**src/rtl/instruction_loader_pkg.sv**
```systemverilog
// Shared types and constants for the instruction loader: FSM encoding,
// word geometry and the per-word address step.
package instruction_loader_pkg;

    typedef enum logic [1:0] {
        ST_IDLE  = 2'd0,
        ST_RECV  = 2'd1,
        ST_WRITE = 2'd2,
        ST_DONE  = 2'd3
    } state_t;

    localparam int unsigned WORD_BYTES = 4;
    localparam int unsigned BYTE_IDX_W = $clog2(WORD_BYTES);
    localparam int unsigned COUNT_W    = 16;
    localparam int unsigned ADDR_W     = 64;
    localparam int unsigned DATA_W     = 8 * WORD_BYTES;
    localparam logic [63:0] ADDR_STEP  = 64'd4;

endpackage

```
**src/rtl/instruction_loader_adder.sv**
```systemverilog
// 64-bit add/subtract unit; SUB=1 computes A-B via two's complement.
module Adder64b_mod (
    input  logic [63:0] i_a,
    input  logic [63:0] i_b,
    input  logic        i_sub,
    output logic [63:0] o_sum
);

    logic [63:0] w_b_eff;

    assign w_b_eff = i_sub ? ~i_b : i_b;
    assign o_sum   = i_a + w_b_eff + {63'd0, i_sub};

endmodule

```
**src/rtl/instruction_loader.sv**
```systemverilog
// Streams program bytes into 32-bit little-endian words and writes them to
// instruction memory at consecutive addresses, holding the core meanwhile.
module instruction_loader
    import instruction_loader_pkg::*;
#(
    parameter logic [63:0] BASE_ADDR = 64'd0,
    parameter int unsigned MAX_WORDS = 1024
) (
    input  logic                 clk,
    input  logic                 reset,
    input  logic                 start,
    input  logic [COUNT_W-1:0]   word_count,
    input  logic [7:0]           in_byte,
    input  logic                 in_valid,
    output logic                 in_ready,
    output logic                 mem_write,
    output logic [ADDR_W-1:0]    mem_addr,
    output logic [DATA_W-1:0]    mem_data,
    output logic                 busy,
    output logic                 done,
    output logic                 core_hold
);

    state_t                r_state;
    state_t                w_state_nxt;
    logic [BYTE_IDX_W-1:0] r_byte_idx;
    logic [COUNT_W-1:0]    r_word_idx;
    logic [COUNT_W-1:0]    r_count;
    logic [ADDR_W-1:0]     r_addr;
    logic [DATA_W-1:0]     r_data;
    logic                  r_in_ready;
    logic                  r_mem_write;
    logic                  r_busy;
    logic                  r_done;

    logic                  w_start_ok;
    logic                  w_accept;
    logic                  w_last;
    logic [COUNT_W-1:0]    w_eff_count;
    logic [ADDR_W-1:0]     w_addr_inc;

    assign w_start_ok  = start && ((r_state == ST_IDLE) || (r_state == ST_DONE));
    assign w_accept    = r_in_ready && in_valid;
    assign w_last      = (r_word_idx == (r_count - COUNT_W'(1)));
    assign w_eff_count = (32'(word_count) > 32'(MAX_WORDS)) ? COUNT_W'(MAX_WORDS) : word_count;

    Adder64b_mod u_addr_add (
        .i_a   (r_addr),
        .i_b   (ADDR_STEP),
        .i_sub (1'b0),
        .o_sum (w_addr_inc)
    );

    always_ff @(posedge clk) begin
        if (reset) r_state <= ST_IDLE;
        else       r_state <= w_state_nxt;
    end

    always_comb begin
        w_state_nxt = r_state;
        case (r_state)
            ST_IDLE, ST_DONE: begin
                if (start) w_state_nxt = (word_count == '0) ? ST_DONE : ST_RECV;
            end
            ST_RECV: begin
                if (w_accept && (r_byte_idx == BYTE_IDX_W'(WORD_BYTES - 1))) w_state_nxt = ST_WRITE;
            end
            ST_WRITE: begin
                w_state_nxt = w_last ? ST_DONE : ST_RECV;
            end
            default: w_state_nxt = ST_IDLE;
        endcase
    end

    // Outputs are decoded from the next state so they line up with r_state.
    always_ff @(posedge clk) begin
        if (reset) begin
            r_in_ready  <= 1'b0;
            r_mem_write <= 1'b0;
            r_busy      <= 1'b0;
            r_done      <= 1'b0;
        end else begin
            r_in_ready  <= (w_state_nxt == ST_RECV);
            r_mem_write <= (w_state_nxt == ST_WRITE);
            r_busy      <= (w_state_nxt == ST_RECV) || (w_state_nxt == ST_WRITE);
            r_done      <= (w_state_nxt == ST_DONE);
        end
    end

    always_ff @(posedge clk) begin
        if (reset) begin
            r_byte_idx <= '0;
            r_word_idx <= '0;
            r_count    <= '0;
            r_addr     <= BASE_ADDR;
            r_data     <= '0;
        end else begin
            if (w_start_ok) begin
                r_byte_idx <= '0;
                r_word_idx <= '0;
                r_count    <= w_eff_count;
                r_addr     <= BASE_ADDR;
            end
            if (w_accept) begin
                r_data[{r_byte_idx, 3'b000} +: 8] <= in_byte;
                r_byte_idx                        <= r_byte_idx + BYTE_IDX_W'(1);
            end
            if ((r_state == ST_WRITE) && !w_last) begin
                r_word_idx <= r_word_idx + COUNT_W'(1);
                r_addr     <= w_addr_inc;
            end
        end
    end

    assign in_ready  = r_in_ready;
    assign mem_write = r_mem_write;
    assign mem_addr  = r_addr;
    assign mem_data  = r_data;
    assign busy      = r_busy;
    assign done      = r_done;
    assign core_hold = r_busy;

endmodule

```
**config.mk**
```make
export PLATFORM = sky130hd
export DESIGN_NAME = instruction_loader
export DESIGN_NICKNAME = d
export VERILOG_FILES = /design/src/rtl/instruction_loader_pkg.sv /design/src/rtl/instruction_loader_adder.sv /design/src/rtl/instruction_loader.sv
export SDC_FILE = /design/constraint.sdc
export NUM_CORES = 1
export LEC_CHECK = 0
export ABC_AREA = 1
export ABC_CLOCK_PERIOD_IN_PS = 2200
export BUFFER_PORTS_ARGS = -buffer_cell sky130_fd_sc_hd__buf_2
export CAP_MARGIN = 20
export CORE_MARGIN = 2
export CORE_UTILIZATION = 30
export DETAILED_ROUTE_END_ITERATION = 12
export PLACE_DENSITY_LB_ADDON = 0.3
export SLEW_MARGIN = 25
export SYNTH_ARGS = -nofsm -noshare
export SYNTH_HDL_FRONTEND = slang
export SYNTH_SLANG_ARGS = --single-unit
export TNS_END_PERCENT = 10
```
**constraint.sdc**
```tcl
create_clock -name clk -period 2.2 [get_ports clk]
set_clock_uncertainty 0.2 [all_clocks]
set_input_delay 0.22 -clock clk [delete_from_list [all_inputs] [get_ports clk]]
set_output_delay 0.22 -clock clk [all_outputs]
set_load 0.05 [all_outputs]
```
==> impl_results.md, run 1 <==
* Status: complete, but fails checks
* Failing checks: setup timing
* Fin cells at 1803
* CP max-delay cell: dfxtp_2
* Final-stage net count at 1490
* Sum Neg Setup Slack at -7.66 ns
* Largest family of logic cells by synthesized area: simple AND/OR/NAND/NOR gates
* Number of synthesized flops with an enable pin at 0
* First-pass GRT wire length at 44.6 mm
* Crit. End Element: register
* I/O pin count at 129
* Rel. slew slack at 0.559
* Worst-Skew Late Latency at 0.44 ns
* Critical-path cell list: inv_2 -> ha_4 -> nand2_4 -> nor2_4 -> nand2_1 -> nand2_1 -> nand2_1 -> nor2_1 -> nand2_1 -> nor2_4 -> nand2_4 -> buf_12 -> clkbuf_16 -> nand3b_1 -> a21oi_1
* Core Region at 26800 um^2
* LEAKAGE at 0.00448 uW
* Mapped Cells at 1207
* Area leader, netlist: dfxtp_1
* CP Max Fanout at 15
* XOR/XNOR Fraction of Synth Area at 0.0873
* Min-delay src: start
* Yosys warns at 0
* DR iter-0 viols at 698
* # setup viols final at 82
* Pin count of the biggest net entering global routing at 120
* Cell area after synthesis at 8130 um^2
* CTS tree: done
* Slew @ Worst Pin at 0.662 ns
* Number of global-route vias before repair at 8432
* Post-synthesis mux area share at 0
* Worst min path class: input port to register
* WL final at 28.9 mm
* Layout cells sized above 1 at 0.239
* DR WL/cell at 16.1 um
* Cell row count at 60
* Final Hold Viols at 0
* Global Route Usage Sum at 0.195
* Adder-Cell Fraction of Synth Area at 0.0200
* PnR worst setup slack at -0.130 ns
* Worst reg2reg path depth at 15
* Die width at 169 um
* Async SR Flop Fraction at 0
* ANT cells at 0
* Post-DP HPWL at 20.2 mm
* DR vias at 8978
* Setup slack, reg-to-reg at -0.13 ns
* Max Cap Viol at 0
* Hold depth at 3
* Main area contributors after synthesis: dfxtp_1 (33%), nand2_1 (10%), nand3_1 (9.4%), xor2_1 (7.1%), nor2_1 (6.7%)
* Unique masters post-synth at 33
* Hold slack at 0.0204 ns
* Synthesized flop and latch total at 134
* Post-place setup slack at -0.170 ns
* Top_reg_cell synth: dfxtp_1
* CP startpoint kind: register
* Post-synth top area share at 0.330
* H-tree depth at 4
* Most frequent cell after synthesis: nand2_1
* Fill count at 2741
* Period utilization at 1.06
* List of most frequent post-synthesis cells: nand2_1 (227), nand3_1 (153), nor2_1 (146)
* Placed cell count at 1743
* Initial antenna violation count at 0
* Gr ovfl total at 0
* CP most frequent cell: nand2_1
* DRC at 0
* Clock transition at path regs at 0.07 ns
* Placer Congestion at 0.939
* Full die area at 28400 um^2
* Post-synthesis compound-gate area fraction at 0.105
* CTS root buffer: clkbuf_16
* Clock Sink Count at 134
* Setup CP Type: register to register
* Vert. Die Dim at 169 um
* Critical Path AT at 2.42 ns
* Pins Over Slew Limit at 0
* RR Endpoint: r_word_idx[7]
* Syn Area/Cell at 6.73 um^2
* RSZ-0062 raised after global routing: true
* Simple-Gate Fraction of Synth Area at 0.376
* WHS Endpoint: r_count[2]
* Final ANT Viol Nets at 0
* I/O Buffers at 126
* Area grow syn2layout at 37.2%
* Starting Density at 0.303
* Maximum vdd drop at 0.597 mV
* Max Root-Sink Buffers at 2
* Fmax at 429 MHz
* CP required at 2.29 ns
* Total CTS buffers at 17
* Total iterations of the first detailed-routing run at 5
* Reg-to-reg critical path startpoint: r_count[1]
* Crit path time final at 2.33 ns
* Power Total at 9390 uW
* Sequential area share after synthesis at 0.330
* Via density at 4.98
* Pwr/cell area at 843 nW/um^2
* Largest stage delay on the critical path at 0.33 ns
## metrics by stage
| step | utilization | instance area, um^2 |
|---|---|---|
| after floorplan | - | 8160 |
| after global placement | 0.375 | 10000 |
| after detailed placement | 0.375 | 10000 |
| after CTS | 0.407 | 10900 |
| after global routing | 0.416 | 11100 |
| final | 0.416 | 11100 |
## cell families (layout without fill, tap and decap cells)
logic type,count (synthesis),count (layout)
adder cells (fa/ha/maj),13,13
flip-flops,134,134
AO/OA/AOI/OAI,154,154
AND/OR/NAND/NOR,660,660
XOR/XNOR,81,81
other,1,2
buffers and inverters,164,418
## area by class of cell
class,instances,area [um^2],share of cell area
repair buffers,284,2110,0.189
inverters,102,383,0.0344
multi-input cells,910,4950,0.444
well taps,341,427,0.0383
clock inverters,14,134,0.0120
clock buffers,18,439,0.0394
flip-flops and latches,134,2700,0.242
## report_power, final
| part | internal, uW | total (uW) | leakage, uW | switching, uW |
|---|---|---|---|---|
| clock network | 1520 | 2850 | 0.000273 | 1330 |
| logic | 1420 | 3840 | 0.00311 | 2410 |
| registers | 2580 | 2700 | 0.00109 | 116 |
## layout by cell type, fill, tap and decap left out, types with 3 or more instances in the layout
cell type      instances
a211oi_1              20
a21oi_1              100
a21oi_2                5
a31oi_1               14
buf_12                 9
buf_2                125
buf_4                122
clkbuf_16             23
clkinvlp_4             3
dfxtp_1              124
dfxtp_2                8
dlygate4sd3_1         20
ha_1                   9
inv_1                 97
inv_2                  5
inv_6                  5
inv_8                  3
nand2_1              224
nand2_2                4
nand2_4                3
nand3_1              146
nand3_2                7
nand3b_1              57
nand4_1               25
nor2_1               139
nor2_2                 7
nor2_4                 6
nor3_1                32
o21ai_0               10
or4_1                  4
xnor2_1               15
xor2_1                66
## worst max-delay path, delay by kind of cell (launching register included)
family / cells / cell delay, ns
buf+inv: 3 / 0.43
flops: 1 / 0.33
compound gates: 1 / 0.07
fa+ha+maj: 1 / 0.16
simple gates: 10 / 0.98
## metal layers
| metal | routed length [um] | track usage | part of all wire | up-vias |
|---|---|---|---|---|
| met2 | 13200 | 0.307 | 0.45 | 239 |
| met1 | 13700 | 0.273 | 0.47 | 4224 |
| met3 | 1790 | 0.0458 | 0.062 | 18 |
| met4 | 245 | 0.0412 | 0.0085 | 0 |
| li1 | - | - | - | 4497 |
| met5 | 0 | 0 | 0 | - |
## sequential cells by signal (all words and copies together) (netlist names)
register    cells
done            1
r_count        16
r_byte_idx      2
mem_addr       62
busy            1
mem_write       1
r_state         2
r_word_idx     16
in_ready        1
mem_data       32
## how the worst max path moves through the flow
stage	start	endpoint	slack, ns	cells after the start
floorplan	mem_addr[12]	mem_addr[47]	-0.04	8
global placement	r_count[1]	mem_addr[2]	-0.12	17
detailed placement	r_count[1]	r_word_idx[0]	-0.17	17
CTS	r_count[1]	mem_addr[59]	-0.05	16
global route	r_count[1]	mem_addr[34]	-0.25	15
finish	r_count[1]	r_word_idx[7]	-0.13	15
## what timing repair did
| action | 4_1_cts | 5_1_grt |
|---|---|---|
| gates cloned | 0 | 6 |
| resized for setup | 24 | 18 |
| pin swaps | 19 | 18 |
| hold buffers | 20 | 0 |
| endpoints found under the hold margin | 31 | 0 |
| setup buffers | 1 | 1 |
| endpoints found under the setup margin | 82 | 83 |
Power figures use the tool's default switching activity.
==> run 2, diff against run 1 <==
--- a/config.mk
+++ b/config.mk
@@ -12,7 +12,9 @@
 export CORE_MARGIN = 2
 export CORE_UTILIZATION = 30
 export DETAILED_ROUTE_END_ITERATION = 12
+export GPL_TIMING_DRIVEN = 0
 export PLACE_DENSITY_LB_ADDON = 0.3
+export REMOVE_ABC_BUFFERS = 1
 export SLEW_MARGIN = 25
 export SYNTH_ARGS = -nofsm -noshare
 export SYNTH_HDL_FRONTEND = slang
==> run 2 against run 1 <==
Against the previous run:
- the run still ends with setup timing left
- flip-flop and latch count unchanged
- sequential power up 3%
- non-clock buffer count down 100
- register-to-register slack worse by 0.12 ns
- first-iteration DRC count up 2.0%
- global-route usage up 0.27 points
- power up 3.4%
- combinational power up 2%
- die area unchanged
- utilization down 2.0 points
- critical endpoint is now r_word_idx[13]
- highest routed layer unchanged
==> impl_results.md, run 2 (synthesis results as in run 1) <==
* DR vias at 8661 (was 8978)
* Maximum vdd drop at 0.498 mV (was 0.597 mV)
* # setup viols final at 83 (was 82)
* Commonest non-fill, non-tap cell in the layout: nand2_1 (unchanged)
* Net Sw Frac at 0.406 (was 0.411)
* DR WL/cell at 16.5 um (was 16.1 um)
* NetSw at 3940 uW (was 3860 uW)
* Die width at 169 um (unchanged)
* DR iter-0 viols at 712 (was 698)
* Pins Over Slew Limit at 0 (unchanged)
* CP max-delay cell: dfxtp_2 (unchanged)
* CTS root buffer: clkbuf_16 (unchanged)
* Critical Path AT at 2.60 ns (was 2.42 ns)
* Final Hold Viols at 0 (unchanged)
* Cell row count at 60 (unchanged)
* Critical-path cell list: inv_2 -> ha_4 -> nand2_4 -> nor2_4 -> nand2_1 -> nand2_1 -> nand2_1 -> nor2_1 -> nand2_1 -> nor2_4 -> nand2_4 -> buf_12 -> nand2_8 -> buf_12 -> clkbuf_16 -> nand3_2 -> a21oi_1 (was inv_2 -> ha_4 -> nand2_4 -> nor2_4 -> nand2_1 -> nand2_1 -> nand2_1 -> nor2_1 -> nand2_1 -> nor2_4 -> nand2_4 -> buf_12 -> clkbuf_16 -> nand3b_1 -> a21oi_1)
* Vert. Die Dim at 169 um (unchanged)
* I/O pin count at 129 (unchanged)
* Clock share of power at 0.311 (was 0.304)
* Starting Density at 0.303 (unchanged)
* Sequential Power Share at 0.286 (was 0.288)
* H-tree depth at 4 (unchanged)
* Largest register FFs at 62 (unchanged)
* CP startpoint kind: register (unchanged)
* Status: complete, but fails checks (unchanged)
* Sum Neg Setup Slack at -13.75 ns (was -7.66 ns)
* Total iterations of the first detailed-routing run at 5 (unchanged)
* Post-place setup slack at -1.38 ns (was -0.170 ns)
* CP most frequent cell: nand2_1 (unchanged)
* LEAKAGE at 0.00396 uW (was 0.00448 uW)
* Comb pwr share at 0.404 (was 0.409)
* Slew @ Worst Pin at 0.601 ns (was 0.662 ns)
* RSZ-0062 raised after global routing: true (unchanged)
* Bufs and invs on worst path at 4 (was 3)
* Via density at 5.08 (was 4.98)
* I/O Buffers at 126 (unchanged)
* Layout cells sized above 1 at 0.204 (was 0.239)
* Placed cell count at 1618 (was 1743)
* Post-DP HPWL at 19.0 mm (was 20.2 mm)
* Top delay family on crit path: simple AND/OR/NAND/NOR gates (unchanged)
* First-pass GRT wire length at 45.3 mm (was 44.6 mm)
* Clock Sink Count at 134 (unchanged)
* Failing checks: setup timing (unchanged)
* Rel. slew slack at 0.597 (was 0.559)
* Period utilization at 1.11 (was 1.06)
* CP required at 2.36 ns (was 2.29 ns)
* Fin cells at 1706 (was 1803)
* CP Max Fanout at 6 (was 15)
* Commonest cells after routing, fill and taps aside: nand2_1 (220), nand3_1 (144), nor2_1 (132), dfxtp_1 (125), buf_2 (125) (was nand2_1 (224), nand3_1 (146), nor2_1 (139), buf_2 (125), dfxtp_1 (124))
* Power Total at 9710 uW (was 9390 uW)
* Fmax at 409 MHz (was 429 MHz)
* WL final at 28.2 mm (was 28.9 mm)
* Largest stage delay on the critical path at 0.33 ns (about the same)
* Final ANT Viol Nets at 0 (unchanged)
* Core Region at 26800 um^2 (unchanged)
* Worst min path class: input port to register (unchanged)
* CTS tree: done (unchanged)
* ANT cells at 0 (unchanged)
* Final-stage net count at 1393 (was 1490)
* Area grow syn2layout at 30.7% (was 37.2%)
* Placer Congestion at 0.916 (was 0.939)
* Cell internal pwr at 5770 uW (was 5530 uW)
* Gr ovfl total at 0 (unchanged)
* Worst-Skew Late Latency at 0.43 ns (was 0.44 ns)
* Number of global-route vias before repair at 8416 (was 8432)
* Global Route Usage Sum at 0.198 (was 0.195)
* PnR worst setup slack at -0.245 ns (was -0.130 ns)
* Pin count of the biggest net entering global routing at 86 (was 120)
* Setup CP Type: register to register (unchanged)
* Full die area at 28400 um^2 (unchanged)
* Fill count at 2811 (was 2741)
* Crit path time final at 2.45 ns (was 2.33 ns)
* DRC at 0 (unchanged)
* Initial antenna violation count at 0 (unchanged)
* Max Root-Sink Buffers at 2 (unchanged)
* Clock transition at path regs at 0.07 ns (about the same)
* Max Cap Viol at 0 (unchanged)
* Pwr/cell area at 914 nW/um^2 (was 843 nW/um^2)
* Total CTS buffers at 17 (unchanged)
* Crit. End Element: register (unchanged)
[run 2: worst paths after layout]
kind	from	endpoint	slack (ns)	cells past startpoint
max	r_count[0]	r_word_idx[13]	-0.25	17
min	word_count[14]	r_count[9]	0.04	6
max reg2reg	r_count[0]	r_word_idx[13]	-0.25	17
min reg2reg	mem_data[2]	mem_data[2]	0.25	2
[run 2: layer usage]
layer  vias up  GRT usage  share of wire
met5         -          0              0
met4         0     0.0469          0.014
met3        28     0.0393          0.048
met2       194      0.324           0.46
met1      4125      0.269           0.48
li1       4314          -              -
[run 2: area by class of cell]
cell class / count / area [um^2] / share of cell area
clock buffer: 19 / 443 / 0.0417
clock inverter: 13 / 160 / 0.0151
inverter: 102 / 387 / 0.0364
multi-input combinational: 913 / 5180 / 0.488
sequential: 134 / 2700 / 0.254
tap: 341 / 427 / 0.0402
timing repair buffer: 184 / 1320 / 0.125
[run 2: what timing repair did]
| item | 4_1_cts | 5_1_grt |
|---|---|---|
| gates resized for setup | 61 | 39 |
| endpoints found under the hold margin | 71 | 3 |
| hold buffers | 22 | 1 |
| pin swaps | 14 | 18 |
| cloned | 5 | 1 |
| buffers inserted | 25 | 3 |
| endpoints found under the setup margin | 116 | 88 |
[run 2: power by group through the flow]
stage	sequential [uW]	combinational, uW	clock, uW
after floorplan	2970	1740	0
after global placement	2760	2380	0
after detailed placement	2790	2850	0
after CTS	2760	3730	3060
after global routing	2790	4280	3160
final	2770	3920	3020
[run 2: through the flow]
stage          hold WS [ns]  area [um^2]   util
2_1_floorplan        0.0867         7850      -
3_3_place_gp          0.242         8910  0.332
3_5_place_dp          0.239         9050  0.338
4_1_cts              0.0184        10400  0.389
5_1_grt               0.105        10600  0.396
6_report             0.0421        10600  0.396
[run 2: worst register-to-register path: stages, from the launching register on]
cell and delay (ns):
dfxtp_2 0.33, inv_2 0.09, ha_4 0.17, nand2_4 0.09, nor2_4 0.15, nand2_1 0.07
nand2_1 0.06, nand2_1 0.04, nor2_1 0.10, nand2_1 0.10, nor2_4 0.18, nand2_4 0.08
buf_12 0.15, nand2_8 0.10, buf_12 0.13, clkbuf_16 0.15, nand3_2 0.06, a21oi_1 0.14
